**src/rtl/bcd_operand_entry.sv**
```systemverilog
// Keypad front end for the 2-digit BCD add/sub stage: builds A, operator, B, then issues.
// Optional BCD_ENTRY_OVF_LOCK_EN: reject digits once an operand is full instead of shifting.
module bcd_operand_entry #(
    parameter int DIGITS = 2
) (
    input  logic                clk,
    input  logic                rst,
    input  logic                key_valid,
    input  logic [3:0]          key_code,
    output logic                key_ready,
    output logic [4*DIGITS-1:0] op_a,
    output logic [4*DIGITS-1:0] op_b,
    output logic                sub,
    output logic                op_valid,
    input  logic                op_ready,
    output logic [4*DIGITS-1:0] disp,
    output logic                err
);
    localparam int W  = 4 * DIGITS;
    localparam int CW = $clog2(DIGITS + 1);
`ifdef BCD_ENTRY_OVF_LOCK_EN
    localparam bit OVF_LOCK = 1'b1;
`else
    localparam bit OVF_LOCK = 1'b0;
`endif

    typedef enum logic [1:0] {ENTER_A, ENTER_B, ISSUE} state_t;

    state_t          state;
    logic [W-1:0]    a;
    logic [W-1:0]    b;
    logic [CW-1:0]   cnt;
    logic            consume;
    logic            is_digit;
    logic            full;
    logic [CW-1:0]   cnt_inc;

    assign consume  = key_valid && key_ready;
    assign is_digit = (key_code <= 4'd9);
    assign full     = (cnt == CW'(DIGITS));
    assign cnt_inc  = full ? cnt : cnt + 1'b1;

    assign op_a = a;
    assign op_b = b;
    assign disp = (state == ENTER_A) ? a : b;

    always_ff @(posedge clk) begin
        if (rst) begin
            state     <= ENTER_A;
            a         <= '0;
            b         <= '0;
            cnt       <= '0;
            sub       <= 1'b0;
            op_valid  <= 1'b0;
            err       <= 1'b0;
            key_ready <= 1'b1;
        end else begin
            case (state)
                ENTER_A: if (consume) begin
                    if (is_digit) begin
                        if (OVF_LOCK && full) err <= 1'b1;
                        else begin
                            a   <= {a[W-5:0], key_code};
                            cnt <= cnt_inc;
                        end
                    end else begin
                        case (key_code)
                            4'd10, 4'd11: begin
                                sub   <= key_code[0];
                                b     <= '0;
                                cnt   <= '0;
                                state <= ENTER_B;
                            end
                            4'd13: begin
                                a   <= '0;
                                b   <= '0;
                                sub <= 1'b0;
                                cnt <= '0;
                                err <= 1'b0;
                            end
                            default: err <= 1'b1;   // '=' with no operator, or reserved code
                        endcase
                    end
                end
                ENTER_B: if (consume) begin
                    if (is_digit) begin
                        if (OVF_LOCK && full) err <= 1'b1;
                        else begin
                            b   <= {b[W-5:0], key_code};
                            cnt <= cnt_inc;
                        end
                    end else begin
                        case (key_code)
                            // Operator may be changed only before any B digit is typed
                            4'd10, 4'd11: begin
                                if (cnt == '0) sub <= key_code[0];
                                else           err <= 1'b1;
                            end
                            4'd12: begin
                                op_valid  <= 1'b1;
                                key_ready <= 1'b0;
                                state     <= ISSUE;
                            end
                            4'd13: begin
                                a     <= '0;
                                b     <= '0;
                                sub   <= 1'b0;
                                cnt   <= '0;
                                err   <= 1'b0;
                                state <= ENTER_A;
                            end
                            default: err <= 1'b1;
                        endcase
                    end
                end
                ISSUE: if (op_valid && op_ready) begin
                    op_valid  <= 1'b0;
                    a         <= '0;
                    b         <= '0;
                    sub       <= 1'b0;
                    cnt       <= '0;
                    key_ready <= 1'b1;
                    state     <= ENTER_A;
                end
                default: begin
                    state     <= ENTER_A;
                    key_ready <= 1'b1;
                end
            endcase
        end
    end
endmodule

```
**config.mk**
```make
export PLATFORM = sky130hd
export DESIGN_NAME = bcd_operand_entry
export DESIGN_NICKNAME = d
export VERILOG_FILES = /design/src/rtl/bcd_operand_entry.sv
export SDC_FILE = /design/constraint.sdc
export NUM_CORES = 1
export LEC_CHECK = 0
export ABC_AREA = 0
export ABC_CLOCK_PERIOD_IN_PS = 2450
export CORE_MARGIN = 3
export CORE_UTILIZATION = 47
export DETAILED_ROUTE_END_ITERATION = 12
export PLACE_DENSITY_LB_ADDON = 0.12
export SLEW_MARGIN = 30
export SYNTH_ARGS = -nofsm -noshare
export SYNTH_HDL_FRONTEND = slang
export SYNTH_SLANG_ARGS = --single-unit
```
**constraint.sdc**
```tcl
create_clock -name clk -period 2.45 [get_ports clk]
set_input_delay 0.245 -clock clk [delete_from_list [all_inputs] [get_ports clk]]
set_output_delay 0.245 -clock clk [all_outputs]
set_load 0.02 [all_outputs]
```
== Yosys cells after proc, flatten, opt, wreduce, memory -nomap -nowiden ==
Index checks and enable logic that the tools add are counted.
Word-level totals
  register bits: 24
  input bits: 8
  output and inout port bits: 28
  logic and storage cells: 109
Cells by class
  add/sub/neg operators: 1
  order comparisons: 1
  equal/unequal tests: 24
  mux-type cells: 57
  bitwise operators: 1
  reduce and logical (&&, ||, !) cells: 17
Operators by type and width (number)
  $mux W8: 13
  $pmux W8 S3: 2
  $mux W2: 13
  $mux W1: 18
  $eq A4 B4 Y1 const B: 4
  $ne A2 B2 Y1 const B: 8
  $reduce_and A5 Y1: 3
  $reduce_and A7 Y1: 2
  $pmux W2 S3: 2
  $pmux W1 S2: 5
  $ne A3 B3 Y1 const B: 3
  $pmux W1 S3: 3
  $reduce_and A9 Y1: 1
  $reduce_and A8 Y1: 1
  $ne A3 B1 Y1 const B: 2
  $ne A3 B2 Y1 const B: 2
  $reduce_and A6 Y1: 1
  $eq A2 B2 Y1 const B: 2
  $le A4 B4 Y1 const B: 1
  $logic_not A2 Y1: 2
  $ne A2 B1 Y1 const B: 2
  $pmux W2 S2: 1
  $reduce_bool A2 Y1: 2
  $reduce_bool A3 Y1: 1
  6 further kinds: 7

== Logic depth before layout (Yosys ltp) ==
  depth in word-level cells: 6
  mapped depth: 8

== Worst setup path before layout ==
No wires, ideal clock.
  path kind: reg-to-reg
  from: register state[0]
  to: register a[0], in the netlist op_a[0]
  setup time: 0.061 ns
  arrival time: 1.832 ns
  slack: 0.557 ns
  cell stages (with the launch flop): 9
  cells stage by stage: dfxtp_1 -> inv_1 -> ha_1 -> or2_4 -> a211oi_2 -> nor4b_2 -> and2_1 -> buf_4 -> a22o_1
On the way
  word-level cells in the longest chain between the ends: 3
  elaborated cells between the ends (all ways): 10
  classes of those cells: 6 x eq/ne; 1 x mux; 3 x reduce/logical
Ends and longest elaborated chain
  start, declared: line 29  | state_t state;
  start signal, assigned: line 49  | state <= ENTER_A;
  start signal, assigned: line 72  | state <= ENTER_B;
  start signal, assigned: line 102  | state <= ISSUE;
  $eq A2 B2 Y1, or another cell as far along: line 58  | case (state)
  $ne A2 B2 Y1 (no source line) / $reduce_bool A3 Y1 (equally long branches)
  $reduce_and A5 Y1 (no source line)
  end signal, assigned: line 63  | a <= {a[W-5:0], key_code};
  end, declared: line 30  | logic [W-1:0] a;
Several ways; a longest one is shown, not always the timed one.
A chain may end at the register's enable or synchronous reset.

== Worst setup path in the final report ==
  from: register state[1]
  to: output port disp[6]
On the way
  word-level cells in the longest chain between the ends: 2
Ends and longest elaborated chain
  $logic_not A2 Y1: line 45  | assign disp = (state == ENTER_A) ? a : b;
  $mux W8: line 45
  end, declared: line 16  | output logic [4*DIGITS-1:0] disp,
Every way passes these cells.

==> results.txt <==
Syn Inst Count: 161
Multi-input gate area: 895.9 um2
worst min path class: reg -> reg
RSZ-0062 raised after global routing: no
# setup viols final: 0
initial DRC count: 86
CP Data Arrival Time: 2.10 ns
Critical R2R Capture: cnt[1]
period utilization: 95.64%
RePlAce Congestion: 0.9299
outcome: finished clean
Die Area: 0.003773 mm2
Max VDD drop: 0.0002799 V
largest net degree at the start of global routing: 20
CTS sink count: 24
sequential-to-total area share from yosys stat: 33.28%
dominant cell type by area after synthesis: dfxtp_1
Setup CP Type: reg -> out
Remaining DRCs: 0
Antenna diodes: 0
most common cell in the synthesized netlist: dfxtp_1
ANT nets after route: 0
wire per inst: 16.86 um
HP Start: sub
count of different cell masters after synthesis: 40
Final HPWL DP: 2944 um
max incr delay on CP: 0.54 ns
Setup TNS Final: 0 ns
CP endpoint kind: output pin
Final min period: 2.343 ns
# fillers: 240
FF/Latch Area: 480.5 um2
Critical Path Start Type: register
slew margin rel.: 71.62%
clk buf depth: 2
hold-critical path endpoint: sub
Detailed Route WL: 3861 um
Crit-path slowest cell: clkdlybuf4s50_1
first-pass GRT wire length: 6354 um
row count: 19
final net count: 213
Die X: 61.43 um
Yosys top cell area share: 33.28%
Num CTS Buffers: 3
vias per cell: 5.821
total gr overflow: 0
clk root buf: clkbuf_4
Synth top cells by count: 24 x dfxtp_1, 14 x nand2_1, 13 x nand2b_1, 10 x mux2i_1, 9 x a22o_1
reg2reg start: state[0]
Initial Util: 50.61%
crit-path max FO: 15
CTS tree: yes
CP required: 2.20 ns
Avg Cell Area, Syn: 8.968 um2
clk_lat worst skew: 0.32 ns
measured slew at the worst slew-check pin: 0.4223 ns
postcts setup bufs: 0
Hold Crit Depth: 2
Die Height: 61.43 um
Max Slew Vio Count: 0
number of flops mapped to enable cells by yosys: 0
initial antenna violation count: 0
synthesized area: 0.001444 mm2
clk_skew: 0.008207 ns
total number of vias: 1,333
ys flop type: dfxtp_1
Final Hold Fails: 0
Synth Net Count: 175
Max-Cap Viols: 0
Pwr Density: 452.2 mW/mm2
FFs w/ async S/R, synth: 0%
Cell Chain, Critical Path: inv_1, ha_1, buf_4, mux2_2, clkdlybuf4s50_1
Port Buffers: 35
FF-to-FF setup slack: 0.34 ns
CTS H-tree depth: 1
clock-pin slew on the worst setup and hold paths: 0.15 ns
Ports: 36
cell count of the worst reg-to-reg path: 8
total track usage: 22.56%
number of global-route vias before repair: 1,314
CORE AREA: 0.002853 mm2
total power: 857.2 uW
Leakage: 0.7605 nW
TritonRoute pass-1 iters: 4
Synth area leaders: dfxtp_1 33%, mux2i_1 6.9%, mux2_2 6.2%
Fmax: 426.8 MHz
share of layout cells above drive strength 1: 13.64%
Syn. warnings: 0
post-synthesis register bit count: 24
area grow syn2layout: 31.28%
[flip-flops by register name, summed over array words and instances (netlist names)]
signal	count
state	2
err	1
op_valid	1
key_ready	1
op_b	8
cnt	2
sub	1
op_a	8
[layout by cell type (no fill, tap or decap), types with 2 or more instances in the layout]
cell / count
a211o_1: 2
a211oi_1: 2
a21oi_1: 5
a22o_1: 9
a31oi_1: 4
and3_1: 2
buf_4: 7
clkbuf_4: 3
clkdlybuf4s50_1: 34
dfxtp_1: 24
ha_1: 6
inv_1: 6
mux2_2: 8
mux2i_1: 10
nand2_1: 14
nand2b_1: 13
nand3_1: 7
nand3b_1: 2
nand4_1: 2
nand4b_1: 3
nor2_1: 8
nor2b_1: 3
nor3_1: 3
o21ai_0: 3
[stage by stage]
step / hold WS, ns / instance area [um2] / setup slack [ns] / instances / util [%]
after floorplan: 0.4286 / 1444 / 0.5574 / 161 / -
after global placement: 0.4681 / 1841 / 0.4127 / 225 / 64.52
after detailed placement: 0.4699 / 1841 / 0.3370 / 225 / 64.52
after CTS: 0.4925 / 1893 / 0.1033 / 229 / 66.36
after global routing: 0.5269 / 1896 / 0.006753 / 229 / 66.45
final: 0.4920 / 1896 / 0.1069 / 229 / 66.45
[critical path, delay by kind of cell, from the launching register on]
kind | cells | cell delay (ns)
adder cells (fa/ha/maj) | 1 | 0.17
multiplexers | 1 | 0.37
flip-flops | 1 | 0.36
buffers and inverters | 3 | 0.87
[worst max path at each step]
stage	startpoint	to	slack (ns)	cells past startpoint
finish	state[1]	disp[6]	0.11	5
global route	state[1]	disp[3]	0.007	5
CTS	state[0]	disp[7]	0.10	5
detailed placement	key_code[2]	op_b[0]	0.34	6
global placement	state[0]	op_a[6]	0.41	7
floorplan	state[0]	op_a[0]	0.56	8
[cells by family after synthesis]
kind of cell	synth area share, %
simple gates	25.82
mux	13.17
fa+ha+maj	5.199
compound gates	17.85
flops	33.28
buf+inv	4.678
[power breakdown]
part | switching [mW] | internal (mW)
Clock | 0.128 | 0.165
Sequential | 0.00793 | 0.400
Combinational | 0.0813 | 0.0750
[cell type report]
cell class,instances,area share [%]
clock buffer,3,1.188
clock inverter,1,1.584
inverter,6,1.188
multi-input combinational,122,47.26
sequential,24,25.35
tap,31,2.046
timing repair buffer,42,21.39
[timing repair]
action	in CTS	in global routing
hold buffers	0	0
endpoints found under the setup margin	0	1
resized for setup	0	1
[metal layers]
layer	vias to the layer above	GRT usage, %	part of all wire, %	wire, um
met3	4	2.096	4.7	182
met1	625	33.25	46	1775
li1	658	-	-	-
met2	46	35.20	48	1862
met4	0	6.061	1.0	40
met5	-	0	0	0
(Power assumes the default switching activity.)
==> edit, RTL diff (same flow settings) <==
Add a define of `BCD_ENTRY_OVF_LOCK_EN`.
--- a/src/rtl/bcd_operand_entry.sv
+++ b/src/rtl/bcd_operand_entry.sv
@@ -2,2 +2,4 @@
 // Optional BCD_ENTRY_OVF_LOCK_EN: reject digits once an operand is full instead of shifting.
+`define BCD_ENTRY_OVF_LOCK_EN
+
 module bcd_operand_entry #(
Function: changed (a bounded check fails within 4 cycles, from zero or initial values and one cycle with rst high).
==> edit against the unedited design <==
Power is 9.1% higher; final cell count is 12% higher; register-to-register slack better by 140 ps; worst setup slack better by 94 ps; design area is 7.0% higher; maximum frequency is 4.2% higher; count of clock-buffer cells in the layout stayed put; sequential cell count stayed put; hold slack worse by 19 ps; routed wire length is 10% higher; area after synthesis is 8.5% higher; critical path type unchanged; critical endpoint is now disp[5].
==> edit: results (changes against the unedited design) <==
metric	value	unit	change
synth_edf_count	0		unchanged
synth.distinct_cells	50		was 40
crit_end	disp[5]		was disp[6]
syn_nets	193		was 175
drc	0		unchanged
wl_met3	241	µm	was 182 µm
finish.net_count	228		was 213
clock_skew	4.57	ps	was 8.21 ps
drive_gt1_share	13.6	%	about the same
first_pass_iters	4		unchanged
leakage	0.772	nW	was 0.761 nW
port_buffers	35		unchanged
wl_per_cell	16.5	µm	was 16.9 µm
yosys_warnings	0		unchanged
synth_area_leaders	dfxtp_1, mux2i_1, mux2_2, nand2_1, ha_1		was dfxtp_1, mux2i_1, mux2_2, nand2b_1, a22o_1
r2r-start	state[0]		unchanged
gp_congestion	0.863		was 0.930
cts_buffers	3		unchanged
ir_drop	239	µV	was 280 µV
reg2reg_slack	480	ps	was 340 ps
synth_flop_cell	dfxtp_1		unchanged
ctsHoldBuffers	0		unchanged
r2r_cells	6		was 8
synth_common_cells	dfxtp_1, nand2_1, inv_1		was dfxtp_1, nand2_1, nand2b_1
synth_seq_area_share	30.7	%	was 33.3%
status	finished, final reports clean		unchanged
dp_hpwl	3150	µm	was 2940 µm
grt_pass1_wl	6870	µm	was 6350 µm
wl_met1	1650	µm	was 1780 µm
grt_max_degree	21		was 20
relSlewSlack	59.7	%	was 71.6%
grt_usage	21.4	%	was 22.6%
rr_endpoint	op_b[5]		was cnt[1]
crit_arrival	2000	ps	was 2100 ps
startpoint	state[1]		unchanged
grt_pass1_vias	1468		was 1314
initialDrtViolationCount	78		was 86
antennaDiodeCount	0		unchanged
htreeDepth	1		unchanged
dr_wl_met2	2230	µm	was 1860 µm
num_vias	1522		was 1333
clk_path_buf_depth	2		unchanged
crit_fanout	12		was 15
root_buffer	clkbuf_4		unchanged
cts.clk_slew.worst_paths	150	ps	about the same
[edit: cell types whose count changed after synthesis, sizes merged, moves of 4 or more]
cell	unedited run	this run
a22o	9	0
inv	6	10
nand2	14	22
nand2b	13	3
o2bb2ai	0	5
[edit: logic make-up after synthesis]
logic type	Yosys count	share of synthesized area [%]
and+or+nand+nor	61	20.4
AOI/OAI and AO/OA	50	26.8
DFF	24	30.7
buffers and inverters	21	5.83
muxes	17	11.5
adders and majority gates	6	4.79
[edit: stage by stage]
stage / instance area, µm² / worst slack (ps) / util [%] / cells / hold WS, ps
2_1_floorplan: 1570 / 716 / - / 179 / 426
4_1_cts: 2020 / 105 / 64.5 / 257 / 477
5_1_grt: 2030 / 91.6 / 64.8 / 257 / 512
3_5_place_dp: 1960 / 255 / 62.8 / 253 / 457
3_3_place_gp: 1960 / 339 / 62.8 / 253 / 448
6_report: 2030 / 200 / 64.8 / 257 / 473
[edit: how the worst min path moves through the flow]
stage | from | to | slack [ps] | depth (start not counted)
global placement | sub | sub | 450 | 2
floorplan | rst | op_b[3] | 430 | 2
global route | sub | sub | 510 | 2
CTS | sub | sub | 480 | 2
finish | sub | sub | 470 | 2
detailed placement | sub | sub | 460 | 2
[edit: layout make-up]
| class | count | area [µm²] |
|---|---|---|
| Multi-Input combinational cell | 134 | 1010 |
| Inverter | 10 | 37.5 |
| Sequential cell | 24 | 480 |
| Clock buffer | 3 | 22.5 |
| Clock inverter | 1 | 30.0 |
| Tap cell | 44 | 55.1 |
| Timing Repair Buffer | 41 | 395 |
| Fill cell | 271 | 1100 |
[edit: timing repair]
action	in CTS	in global routing
gates resized for setup	1	1
endpoints found under the setup margin	8	5
setup buffers	0	0
[edit: metal layers]
metal	track usage, %	vias up
met2	39.2	54
li1	-	733
met4	9.97	0
met3	3.69	12
met1	23.9	723
met5	0	-
[edit: critical path: stages, from the launching register on]
cell             delay, ps
dfxtp_1                360
inv_1                  140
ha_4                   270
mux2_2                 360
clkdlybuf4s50_1        540
[edit: power by group]
| group | leakage [nW] | switching [W] | internal, W |
|---|---|---|---|
| clock | 0.0279 | 0.000132 | 0.000166 |
| sequential | 0.194 | 0.0000129 | 0.000403 |
| combinational | 0.549 | 0.000122 | 0.0000991 |
| total | 0.772 | 0.000267 | 0.000668 |
